File: src/rtl/vga_timing_pattern_gen.sv
// VGA sync/DE/coordinate generator with a pixel clock-enable divider and a
// frame-latched RGB test pattern (solid, colour bars, checkerboard, grey ramp).
module vga_timing_pattern_gen #(
  parameter int CLK_DIV  = 4,
  parameter int H_ACTIVE = 640,
  parameter int H_FP     = 16,
  parameter int H_SYNC   = 96,
  parameter int H_BP     = 48,
  parameter int V_ACTIVE = 480,
  parameter int V_FP     = 10,
  parameter int V_SYNC   = 2,
  parameter int V_BP     = 33,
  parameter logic H_POL  = 1'b0,
  parameter logic V_POL  = 1'b0,
  parameter int COLOR_W  = 4,
  parameter int CHK_LOG2 = 5,
  parameter logic [3*COLOR_W-1:0] SOLID_RGB = 12'hF00,
  localparam int H_TOTAL = H_ACTIVE + H_FP + H_SYNC + H_BP,
  localparam int V_TOTAL = V_ACTIVE + V_FP + V_SYNC + V_BP,
  localparam int HW = $clog2(H_TOTAL),
  localparam int VW = $clog2(V_TOTAL)
) (
  input  logic               clk,
  input  logic               rst,
  input  logic [1:0]         pat_mode,
  output logic               h_sync,
  output logic               v_sync,
  output logic               de,
  output logic [HW-1:0]      x,
  output logic [VW-1:0]      y,
  output logic               pix_strb,
  output logic               line_start,
  output logic               frame_start,
  output logic [COLOR_W-1:0] r,
  output logic [COLOR_W-1:0] g,
  output logic [COLOR_W-1:0] b
);

  localparam int DW    = (CLK_DIV > 1) ? $clog2(CLK_DIV) : 1;
  localparam int BAR_W = (H_ACTIVE >= 8) ? H_ACTIVE / 8 : 1;
  localparam int BW    = (BAR_W > 1) ? $clog2(BAR_W) : 1;
  localparam int GW    = $clog2(H_ACTIVE);
  localparam int G_SHR = (GW >= COLOR_W) ? GW - COLOR_W : 0;
  localparam int G_SHL = (GW >= COLOR_W) ? 0 : COLOR_W - GW;

  localparam logic [DW-1:0] D_LAST   = DW'(CLK_DIV - 1);
  localparam logic [HW-1:0] H_LAST   = HW'(H_TOTAL - 1);
  localparam logic [VW-1:0] V_LAST   = VW'(V_TOTAL - 1);
  localparam logic [BW-1:0] BAR_LAST = BW'(BAR_W - 1);

  localparam logic [31:0] H_ACT32 = 32'(H_ACTIVE);
  localparam logic [31:0] V_ACT32 = 32'(V_ACTIVE);
  localparam logic [31:0] HS_BEG  = 32'(H_ACTIVE + H_FP);
  localparam logic [31:0] HS_END  = 32'(H_ACTIVE + H_FP + H_SYNC);
  localparam logic [31:0] VS_BEG  = 32'(V_ACTIVE + V_FP);
  localparam logic [31:0] VS_END  = 32'(V_ACTIVE + V_FP + V_SYNC);

  logic [DW-1:0]      div_cnt;
  logic [HW-1:0]      hc;
  logic [VW-1:0]      vc;
  logic [BW-1:0]      bar_cnt;
  logic [2:0]         bar_idx;
  logic [1:0]         mode_q;

  logic               ce;
  logic               at_origin;
  logic [1:0]         mode_eff;
  logic [31:0]        hc_ext;
  logic [31:0]        vc_ext;
  logic               hs_act;
  logic               vs_act;
  logic               de_nxt;
  logic [COLOR_W-1:0] grey;
  logic [COLOR_W-1:0] r_nxt;
  logic [COLOR_W-1:0] g_nxt;
  logic [COLOR_W-1:0] b_nxt;

  assign ce        = (div_cnt == D_LAST);
  assign at_origin = (div_cnt == '0) && (hc == '0) && (vc == '0);
  // The origin sample feeds pixel (0,0) directly, then mode_q holds it.
  assign mode_eff  = at_origin ? pat_mode : mode_q;

  always_ff @(posedge clk) begin
    if (rst) begin
      div_cnt <= '0;
      hc      <= '0;
      vc      <= '0;
      bar_cnt <= '0;
      bar_idx <= '0;
      mode_q  <= '0;
    end else begin
      if (at_origin) mode_q <= pat_mode;
      div_cnt <= ce ? '0 : div_cnt + 1'b1;
      if (ce) begin
        if (hc == H_LAST) begin
          hc      <= '0;
          bar_cnt <= '0;
          bar_idx <= '0;
          vc      <= (vc == V_LAST) ? '0 : vc + 1'b1;
        end else begin
          hc <= hc + 1'b1;
          // Bar index tracks hc/BAR_W and sticks at 7 (black) past the last bar.
          if (bar_cnt == BAR_LAST) begin
            bar_cnt <= '0;
            if (bar_idx != 3'd7) bar_idx <= bar_idx + 1'b1;
          end else begin
            bar_cnt <= bar_cnt + 1'b1;
          end
        end
      end
    end
  end

  always_comb begin
    hc_ext = 32'(hc);
    vc_ext = 32'(vc);
    hs_act = (hc_ext >= HS_BEG) && (hc_ext < HS_END);
    vs_act = (vc_ext >= VS_BEG) && (vc_ext < VS_END);
    de_nxt = (hc_ext < H_ACT32) && (vc_ext < V_ACT32);
    grey   = COLOR_W'((hc_ext >> G_SHR) << G_SHL);
    r_nxt  = '0;
    g_nxt  = '0;
    b_nxt  = '0;
    if (de_nxt) begin
      case (mode_eff)
        2'd0: {r_nxt, g_nxt, b_nxt} = SOLID_RGB;
        2'd1: begin
          r_nxt = {COLOR_W{~bar_idx[1]}};
          g_nxt = {COLOR_W{~bar_idx[2]}};
          b_nxt = {COLOR_W{~bar_idx[0]}};
        end
        2'd2: begin
          r_nxt = {COLOR_W{~(hc_ext[CHK_LOG2] ^ vc_ext[CHK_LOG2])}};
          g_nxt = r_nxt;
          b_nxt = r_nxt;
        end
        default: begin
          r_nxt = grey;
          g_nxt = grey;
          b_nxt = grey;
        end
      endcase
    end
  end

  always_ff @(posedge clk) begin
    if (rst) begin
      h_sync      <= ~H_POL;
      v_sync      <= ~V_POL;
      de          <= 1'b0;
      x           <= '0;
      y           <= '0;
      pix_strb    <= 1'b0;
      line_start  <= 1'b0;
      frame_start <= 1'b0;
      r           <= '0;
      g           <= '0;
      b           <= '0;
    end else begin
      h_sync      <= hs_act ? H_POL : ~H_POL;
      v_sync      <= vs_act ? V_POL : ~V_POL;
      de          <= de_nxt;
      x           <= hc;
      y           <= vc;
      pix_strb    <= (div_cnt == '0);
      line_start  <= (div_cnt == '0) && (hc == '0);
      frame_start <= at_origin;
      r           <= r_nxt;
      g           <= g_nxt;
      b           <= b_nxt;
    end
  end

endmodule
File: config.mk
export PLATFORM = sky130hd
export DESIGN_NAME = vga_timing_pattern_gen
export DESIGN_NICKNAME = d
export VERILOG_FILES = /design/src/rtl/vga_timing_pattern_gen.sv
export SDC_FILE = /design/constraint.sdc
export NUM_CORES = 1
export LEC_CHECK = 0
export CAP_MARGIN = 20
export CORE_AREA = 5 5 106 83
export DETAILED_ROUTE_END_ITERATION = 7
export DIE_AREA = 0 0 111 88
export PLACE_DENSITY_LB_ADDON = 0.2
export SLEW_MARGIN = 25
export SYNTH_ARGS = -nofsm -noshare
export SYNTH_HDL_FRONTEND = slang
export SYNTH_SLANG_ARGS = --single-unit
File: constraint.sdc
create_clock -name clk -period 2.3 [get_ports clk]
set_input_delay 0.46 -clock clk [delete_from_list [all_inputs] [get_ports clk]]
set_output_delay 0.46 -clock clk [all_outputs]
set_load 0.02 [all_outputs]
# After elaboration in Yosys (flattened, before gate mapping)
# Cells that the tools add are included.
# classes
bitwise_logic	6
muxes	13
addsub	5
n_lt_le_gt_ge	6
n_eq_ne	7
n_reduce_logical	15
# op_table
operator	count
4-bit case mux with 3 select lines	3
10-bit by 1-bit adder with 10-bit output, second input constant	2
10-bit equality test, second input constant	2
10-bit logical NOT	2
10-bit < comparator, second input constant	2
10-bit by 9-bit < comparator with 1-bit output, second input constant	2
10-bit two-way mux	2
7-bit two-way mux	2
10-bit greater-or-equal comparator, second input constant	1
10-bit by 9-bit greater-or-equal comparator with 1-bit output, second input constant	1
3-bit two-way mux	3
7-bit by 1-bit adder with 7-bit output, second input constant	1
7-bit equality test, second input constant	1
1-bit logical AND	5
1-bit inverter	5
2-bit equality test, second input constant	2
2-bit logical NOT	2
2-bit nonzero test	2
2-bit OR reduction	2
3-bit by 1-bit adder with 3-bit output, second input constant	1
3-bit inequality test, second input constant	1
3-bit AND reduction	1
2-bit by 1-bit adder with 2-bit output, second input constant	1
2-bit by 1-bit equality test with 1-bit output, second input constant	1
4 further kinds	5
# word_totals
elab_cells	69
output_inout_bits	38
inputBits	4
reg_bits	72

# Logic depth before layout (Yosys ltp)
# Gate-level depths: netlist of the first run.
# depth
word_depth	6
ltp_mapped	8
depth_no_buf	7

# Worst setup path before layout of the first run
# OpenSTA, ideal clock, no wires.
# synth_path
kind	register to register
start	reg div_cnt[0]
end	reg vc[4]
period_less_slack_ps	1769
stages_incl_launch_ff	9
path_buffers	2
setup_time_ps	116
t_required_ps	2184
t_arrival_ps	1653
slack_ps	531
path_cell_list	dfxtp_1 -> ha_1 -> clkbuf_1 -> nand4_1 -> nor3_2 -> buf_6 -> nand4_1 -> xor2_1 -> nor2_2
# synth_between
elab_chain_cells	2
# synth_rtl
item	line_no	rtl
start, declared	58	logic [DW-1:0] div_cnt;
start signal, assigned	93	div_cnt <= ce ? '0 : div_cnt + 1'b1;
2-bit equality test	78	assign ce = (div_cnt == D_LAST);
2-bit AND reduction (no line)	-	
end signal, assigned	99	vc <= (vc == V_LAST) ? '0 : vc + 1'b1;
end, declared	60	logic [VW-1:0] vc;
# No other way between the ends.
# A chain may end at the register's enable or synchronous reset.

# Worst setup path after layout of the first run
# layout_path
start	reg hc[0]
end	reg r[1]
# layout_between
elab_chain_cells	6
elab_cells_between_ends	12
cone_classes	order compare (1); eq/ne (2); mux (2); bitwise (1); reduce/logical (6)
# layout_rtl
item	line_no	rtl
start, declared	59	logic [HW-1:0] hc;
start signal, assigned	101	hc <= hc + 1'b1;
10-bit logical NOT	79	assign at_origin = (div_cnt == '0) && (hc == '0) && (vc == '0);
1-bit logical AND (2 in a row)	79	
2-bit two-way mux	-	
2-bit equality test, or another cell as far along	125	case (mode_eff)
4-bit case mux with 3 select lines	125	
end signal, assigned	168	r <= r_nxt;
end, declared	34	output logic [COLOR_W-1:0] r,
# Parallel ways exist; a longest one is shown, timed or not.

==> summary.md, run 1 <==
| Metric | Value |
|---|---|
| Outcome | `finished, final reports clean` |
| Via count | `2228` |
| Post-route ant nets | `0` |
| Starting Density | `0.383` |
| GRT Overall Usage | `0.130` |
| Final worst-path cycle share | `0.831` |
| Starting DRT DRC Count | `62` |
| Die Height | `88 µm` |
| CP Capture Type | `flip-flop` |
| Worst vdd ir | `0.000239 V` |
| LEAKAGE | `around 1.4 nW` |
| Post-CTS Setup Inserts | `0` |
| Critical Path AT | `2180 ps` |
| Synthesized area per cell | `approximately 9 µm²` |
| Initial antenna violation count | `0` |
| IO buf count | `41` |
| Fmax | `523 MHz` |
| Fin crit period | `~1900 ps` |
| Final wirelength | `5900 µm` |
| Layout Nets | `around 380` |
| Synth Instances | `about 320` |
| Area delta synth->final | `23.1%` |
| Seq/Total Area, Yosys | `0.490` |
| CTS tree | `yes` |
| Core area | `7670 µm²` |
| Layout cells sized above 1 | `0.0840` |
| Fin Setup TNS | `0 ps` |
| Clock Latency Late Sink | `between 300 and 400 ps` |
| Die Wd | `111 µm` |
| Vias in the first global route | `2161` |
| H-tree depth | `3` |
| Clock Path Buffers | `2` |
| GPL Wtd Cong | `0.826` |
| Diode count | `0` |
| Synth Register Bits | `72` |
| Fin Clk Skew | `around 11 ps` |
| HP Class | `reg2reg` |
| WL/cell | `12.4 µm` |
| Num ports | `42` |
| Critical path data required time | `2570 ps` |
| Max Slew Vio Count | `0` |
| Unrepaired setup endpoints after global routing | `false` |
| Hold WS | `454 ps` |
| # clock sinks | `72` |
| DIE AREA | `9770 µm²` |
| Grt ovf | `0` |
| Final setup viols | `0` |
| Netlist Area Pre-Place | `2940 µm²` |
| Pwr per Cell Area | `684 nW/µm²` |
| Row count | `28` |
| Inserted Clock Buffers | `9` |
| Post-cts resize count | `0` |
| Detail Placement HPWL | `4210 µm` |
| Mapped Nets | `337` |
| Pre-antenna DRT Iters | `4` |
| Number of hold violations in the final report | `0` |
| Slew HR | `0.661` |
| Worst Setup Path Type | `reg2reg` |
| Yosys warns | `0` |
| Pin count of the biggest net entering global routing | `36` |
| Root buf cell | `clkbuf_8` |
| Critical path fanouts, max | `4` |
| Netlist cell types | `45` |
| Global-route wire length before repair | `between 10000 and 15000 µm` |
| Residual DRC | `0` |
| Worst slew pin tran | `504 ps` |
| Max_cap viols | `0` |
| R2R setup slack | `390 ps` |
| Hold buffers post-CTS | `0` |
| Via-to-Cell Ratio | `between 4 and 5` |
| Worst setup SP type | `flip-flop` |
| Reg clk slew, reported paths | `80 ps` |
## cells in the final DEF (no fill, tap or decap), drive strengths merged
cell / netlist / layout
buf: 8 / 7
nand2b: 4 / 4
nand2: 32 / 32
a21oi: 15 / 15
a21o: 3 / 3
nor3: 17 / 17
clkinvlp: 0 / 1
a22o: 1 / 1
nor2: 37 / 37
or3: 4 / 4
and3b: 1 / 1
o211ai: 1 / 1
clkdlybuf4s50: 0 / 41
and2: 1 / 1
or2: 2 / 2
o21ai: 6 / 6
nor4: 3 / 3
nor3b: 1 / 1
xnor2: 9 / 9
and3: 7 / 7
dfxtp: 72 / 72
o211a: 1 / 1
and4: 1 / 1
a21boi: 1 / 1
a31oi: 4 / 4
nand4b: 3 / 3
ha: 10 / 10
nand3: 11 / 11
inv: 10 / 12
mux2i: 2 / 2
nor2b: 18 / 18
nand4: 12 / 12
clkinv: 0 / 2
nor4bb: 1 / 1
clkbuf: 10 / 11
o22ai: 1 / 1
xor2: 14 / 14
## state kept, by name, indices dropped and copies added, names as in the netlist, 3 cells and up
register and flops:
x 10, g 4, hc 10, y 10, bar_idx 3, vc 10
bar_cnt 7, b 4, r 4
## per-stage QoR
step	cells	worst slack [ps]	cell area (µm²)	total power, mW	util
after detailed placement	458	342	3440	1.61	0.448
final	474	388	3620	2.48	0.472
after CTS	474	380	3620	2.52	0.472
after global routing	474	161	3620	2.60	0.472
after global placement	458	385	3440	1.61	0.448
after floorplan	323	531	2940	1.50	-
## critical path, cell delays in order, from the launching register on
cell,delay [ps]
dfxtp_1,350
inv_1,90
ha_1,130
nor4bb_1,350
nand3_1,210
nor2_1,290
o21ai_0,240
a21oi_1,180
## report_power, final
part / internal, mW / switching, mW / total (mW)
Sequential: 1.29 / 0.0185 / 1.31
Combinational: 0.116 / 0.148 / 0.265
Clock: 0.429 / 0.471 / 0.900
## synthesized netlist by cell type, drive strengths merged
library cell / instances / area [µm²]
a21boi: 1 / 7.51
a21o: 3 / 22.5
a21oi: 15 / 78.8
a22o: 1 / 8.76
a31oi: 4 / 25.0
and2: 1 / 6.26
and3: 7 / 43.8
and3b: 1 / 8.76
and4: 1 / 8.76
buf: 8 / 57.6
clkbuf: 10 / 38.8
dfxtp: 72 / 1440
ha: 10 / 125
inv: 10 / 37.5
mux2i: 2 / 20.0
nand2: 32 / 120
nand2b: 4 / 25.0
nand3: 11 / 55.1
nand4: 12 / 75.1
nand4b: 3 / 26.3
nor2: 37 / 141
nor2b: 18 / 113
nor3: 17 / 95.1
nor3b: 1 / 7.51
nor4: 3 / 40.0
nor4bb: 1 / 10.0
o211a: 1 / 10.0
o211ai: 1 / 7.51
o21ai: 6 / 30.0
o22ai: 1 / 6.26
or2: 2 / 12.5
or3: 4 / 35.0
xnor2: 9 / 78.8
xor2: 14 / 123
## path summary, 6_finish.rpt
path / start / to / cells past startpoint
min reg2reg: div_cnt[0] / div_cnt[0] / 1
max: hc[0] / r[1] / 7
max reg2reg: hc[0] / r[1] / 7
min: div_cnt[0] / div_cnt[0] / 1
## logic make-up after synthesis
family	synth area share
xor gates and xnor gates	0.0685
and+or+nand+nor	0.280
buffers and inverters	0.0455
AOI/OAI and AO/OA	0.0668
DFF	0.490
muxes	0.00681
adders and majority gates	0.0425
## routing by layer
metal / up-vias / wire length, µm / GRT usage
met3: 4 / 319 / 0.0483
met4: 0 / 47 / 0.0537
met1: 1012 / 2950 / 0.165
met5: - / 0 / 0
li1: 1168 / - / -
met2: 44 / 2580 / 0.202
## final cells by class
cell class                      count  area, µm²
Multi-Input combinational cell    223       1370
Sequential cell                    72       1440
Tap cell                          105        131
Timing Repair Buffer               48        463
Clock buffer                       11        141
Inverter                           10       37.5
Clock inverter                      5       38.8
Fill cell                         747       4050
No activity file was read; power rests on OpenSTA's default activity.
==> run 2, diff against run 1 <==
- clock period: 2.3 -> 1.8 ns (I/O delays scaled with it)
==> run 2 against run 1 <==
Effect of this change:
- sequential share of layout area fell by 3.2 points
- non-clock buffer count rose by 24
- register-to-register slack got worse by 290 ps
- count of clock-buffer cells in the layout fell by 1
- global-route usage rose by 0.24 points
- first-iteration DRC count rose by 21%
- final cell count rose by 5.1%
- power rose by 46%
- maximum frequency rose by 12%
- largest cell class unchanged
- combinational power rose by 50%
==> summary.md, run 2 (synthesis gave the netlist of run 1 again) <==
| Metric | Value |
|---|---|
| Fmax | `587 MHz (was 523 MHz)` |
| Unrepaired setup endpoints after global routing | `true (was false)` |
| Die Wd | `111 µm (unchanged)` |
| Pre-antenna DRT Iters | `4 (unchanged)` |
| Hold buffers post-CTS | `0 (unchanged)` |
| Initial antenna violation count | `0 (unchanged)` |
| Final wirelength | `6080 µm (was 5900 µm)` |
| Num ports | `42 (unchanged)` |
| Post-layout util | `0.514 (was 0.472)` |
| H-tree depth | `3 (unchanged)` |
| Fin crit period | `1700 ps (was 1910 ps)` |
| Hold Path Origin | `div_cnt[0] (unchanged)` |
| CP Capture Type | `flip-flop (unchanged)` |
| CTS tree | `yes (unchanged)` |
| GRT Overall Usage | `0.133 (was 0.130)` |
| Outcome | `finished, final reports clean (unchanged)` |
| Area occupied by multi-input gates | `1430 µm² (was 1370 µm²)` |
| Setup WS post-layout | `95.8 ps (was 388 ps)` |
| Slew HR | `0.785 (was 0.661)` |
| Fillers | `741 (was 747)` |
| Critical Path AT | `1980 ps (was 2180 ps)` |
| Via count | `2316 (was 2228)` |
| Number of hold violations in the final report | `0 (unchanged)` |
| Critical path fanouts, max | `5 (was 4)` |
| Post-Place Cells | `481 (was 458)` |
| Buf/Inv on CP | `0 (was 1)` |
| Row count | `28 (unchanged)` |
| GPL Wtd Cong | `0.790 (was 0.826)` |
| Hold WS | `421 ps (was 454 ps)` |
| Die Height | `88 µm (unchanged)` |
| Via-to-Cell Ratio | `4.65 (was 4.70)` |
| Pwr per Cell Area | `917 nW/µm² (was 684 nW/µm²)` |
| Area delta synth->final | `34.1% (was 23.1%)` |
| WL/cell | `12.2 µm (was 12.4 µm)` |
| Fin Clk Skew | `9.47 ps (was 11.0 ps)` |
| Clock Latency Late Sink | `350 ps (was 340 ps)` |
| Reg clk slew, reported paths | `80 ps (about the same)` |
| Cell Count, Final, Fillers Out | `498 (was 474)` |
| Pin count of the biggest net entering global routing | `24 (was 36)` |
| Starting Density | `0.383 (unchanged)` |
| Grt ovf | `0 (unchanged)` |
| Worst Setup SP | `hc[6] (was hc[0])` |
| FF+latch area | `1440 µm² (about the same)` |
| HP Class | `reg2reg (unchanged)` |
| Total Power | `3.61 mW (was 2.48 mW)` |
| Worst vdd ir | `0.000504 V (was 0.000239 V)` |
| Post-Place Setup Slack | `-109 ps (was 342 ps)` |
| Origin of the critical flop-to-flop path | `hc[6] (was hc[0])` |
| Layout Nets | `402 (was 378)` |
| Final worst-path cycle share | `0.947 (was 0.831)` |
| Core area | `7670 µm² (unchanged)` |
| Inserted Clock Buffers | `9 (unchanged)` |
| Root buf cell | `clkbuf_8 (unchanged)` |
| Diode count | `0 (unchanged)` |
| Final setup viols | `0 (unchanged)` |
| CP max stage delay | `420 ps (was 350 ps)` |
| Post-route ant nets | `0 (unchanged)` |
| Max Slew Vio Count | `0 (unchanged)` |
| Global-route wire length before repair | `10300 µm (was 10200 µm)` |
| # clock sinks | `72 (unchanged)` |
| DIE AREA | `9770 µm² (unchanged)` |
| Clock Path Buffers | `2 (unchanged)` |
| Slowest CP cell | `or3_4 (was dfxtp_1)` |
| Critical path data required time | `2080 ps (was 2570 ps)` |
| Max_cap viols | `0 (unchanged)` |
| LEAKAGE | `1.54 nW (was 1.37 nW)` |
| Critical path cell sequence | `or3_4 > nor4_4 > nand2_1 > or2_1 > a21oi_2 (was inv_1 > ha_1 > nor4bb_1 > nand3_1 > nor2_1 > o21ai_0 > a21oi_1)` |
| Family with the most delay on the worst path | `simple AND/OR/NAND/NOR gates (unchanged)` |
| Worst Setup Path Type | `reg2reg (unchanged)` |
| Worst slew pin tran | `320 ps (was 504 ps)` |
| Commonest non-fill, non-tap cells in the layout | `71 x dfxtp_1, 41 x clkdlybuf4s50_1, 35 x nor2_1 (was 72 x dfxtp_1, 41 x clkdlybuf4s50_1, 36 x nor2_1)` |
| Worst setup SP type | `flip-flop (unchanged)` |
| Starting DRT DRC Count | `75 (was 62)` |
| Layout cells sized above 1 | `0.170 (was 0.0840)` |
| Vias in the first global route | `2239 (was 2161)` |
| Commonest non-fill, non-tap cell in the layout | `dfxtp_1 (unchanged)` |
| Residual DRC | `0 (unchanged)` |
| Detail Placement HPWL | `4440 µm (was 4210 µm)` |
| IO buf count | `41 (unchanged)` |
==> run 2: cell count changes in the layout (fill, tap and decap cells not counted), sizes merged <==
cell,previous run,this run
buf,7,31
clkbuf,11,10
clkinv,2,0
bufinv,0,3
==> run 2: final timing paths <==
| check | endpoint | cells after the start | slack, ps |
|---|---|---|---|
| min reg2reg | div_cnt[0] | 1 | 420 |
| max reg2reg | vc[3] | 5 | 100 |
| min | div_cnt[0] | 1 | 420 |
| max | vc[3] | 5 | 100 |
==> run 2: layout make-up <==
type                    instances  area share
multi-input cells             223       0.364
clock buffers                  10      0.0324
inverters                      10     0.00952
clock inverters                 6      0.0292
well taps                     105      0.0333
repair buffers                 72       0.166
flip-flops and latches         72       0.366
==> run 2: per-stage QoR <==
step / setup TNS [ps] / instance area [µm²]
2_1_floorplan: 0 / 2940
6_report: 0 / 3940
4_1_cts: 0 / 3880
5_1_grt: 0 / 3940
3_3_place_gp: -0.889 / 3620
3_5_place_dp: -657 / 3620
==> run 2: repair_timing <==
item                       in CTS  in global routing
setup endpoints to repair      13                 17
gates resized for setup         3                 16
pin swaps                       1                  6
setup buffers                   0                  1
==> run 2: routing by layer <==
metal | vias up | wire length [µm] | GRT usage | share of wire
li1 | 1215 | - | - | -
met1 | 1049 | 3180 | 0.170 | 0.52
met2 | 43 | 2500 | 0.201 | 0.41
met3 | 9 | 295 | 0.0483 | 0.049
met4 | 0 | 97 | 0.0604 | 0.016
met5 | - | 0 | 0 | 0
==> run 2: where the power goes <==
group	internal, mW	total [mW]	switching [mW]
sequential	1.65	1.68	0.0242
clock	0.930	1.54	0.610
combinational	0.192	0.397	0.205
total	2.78	3.61	0.839
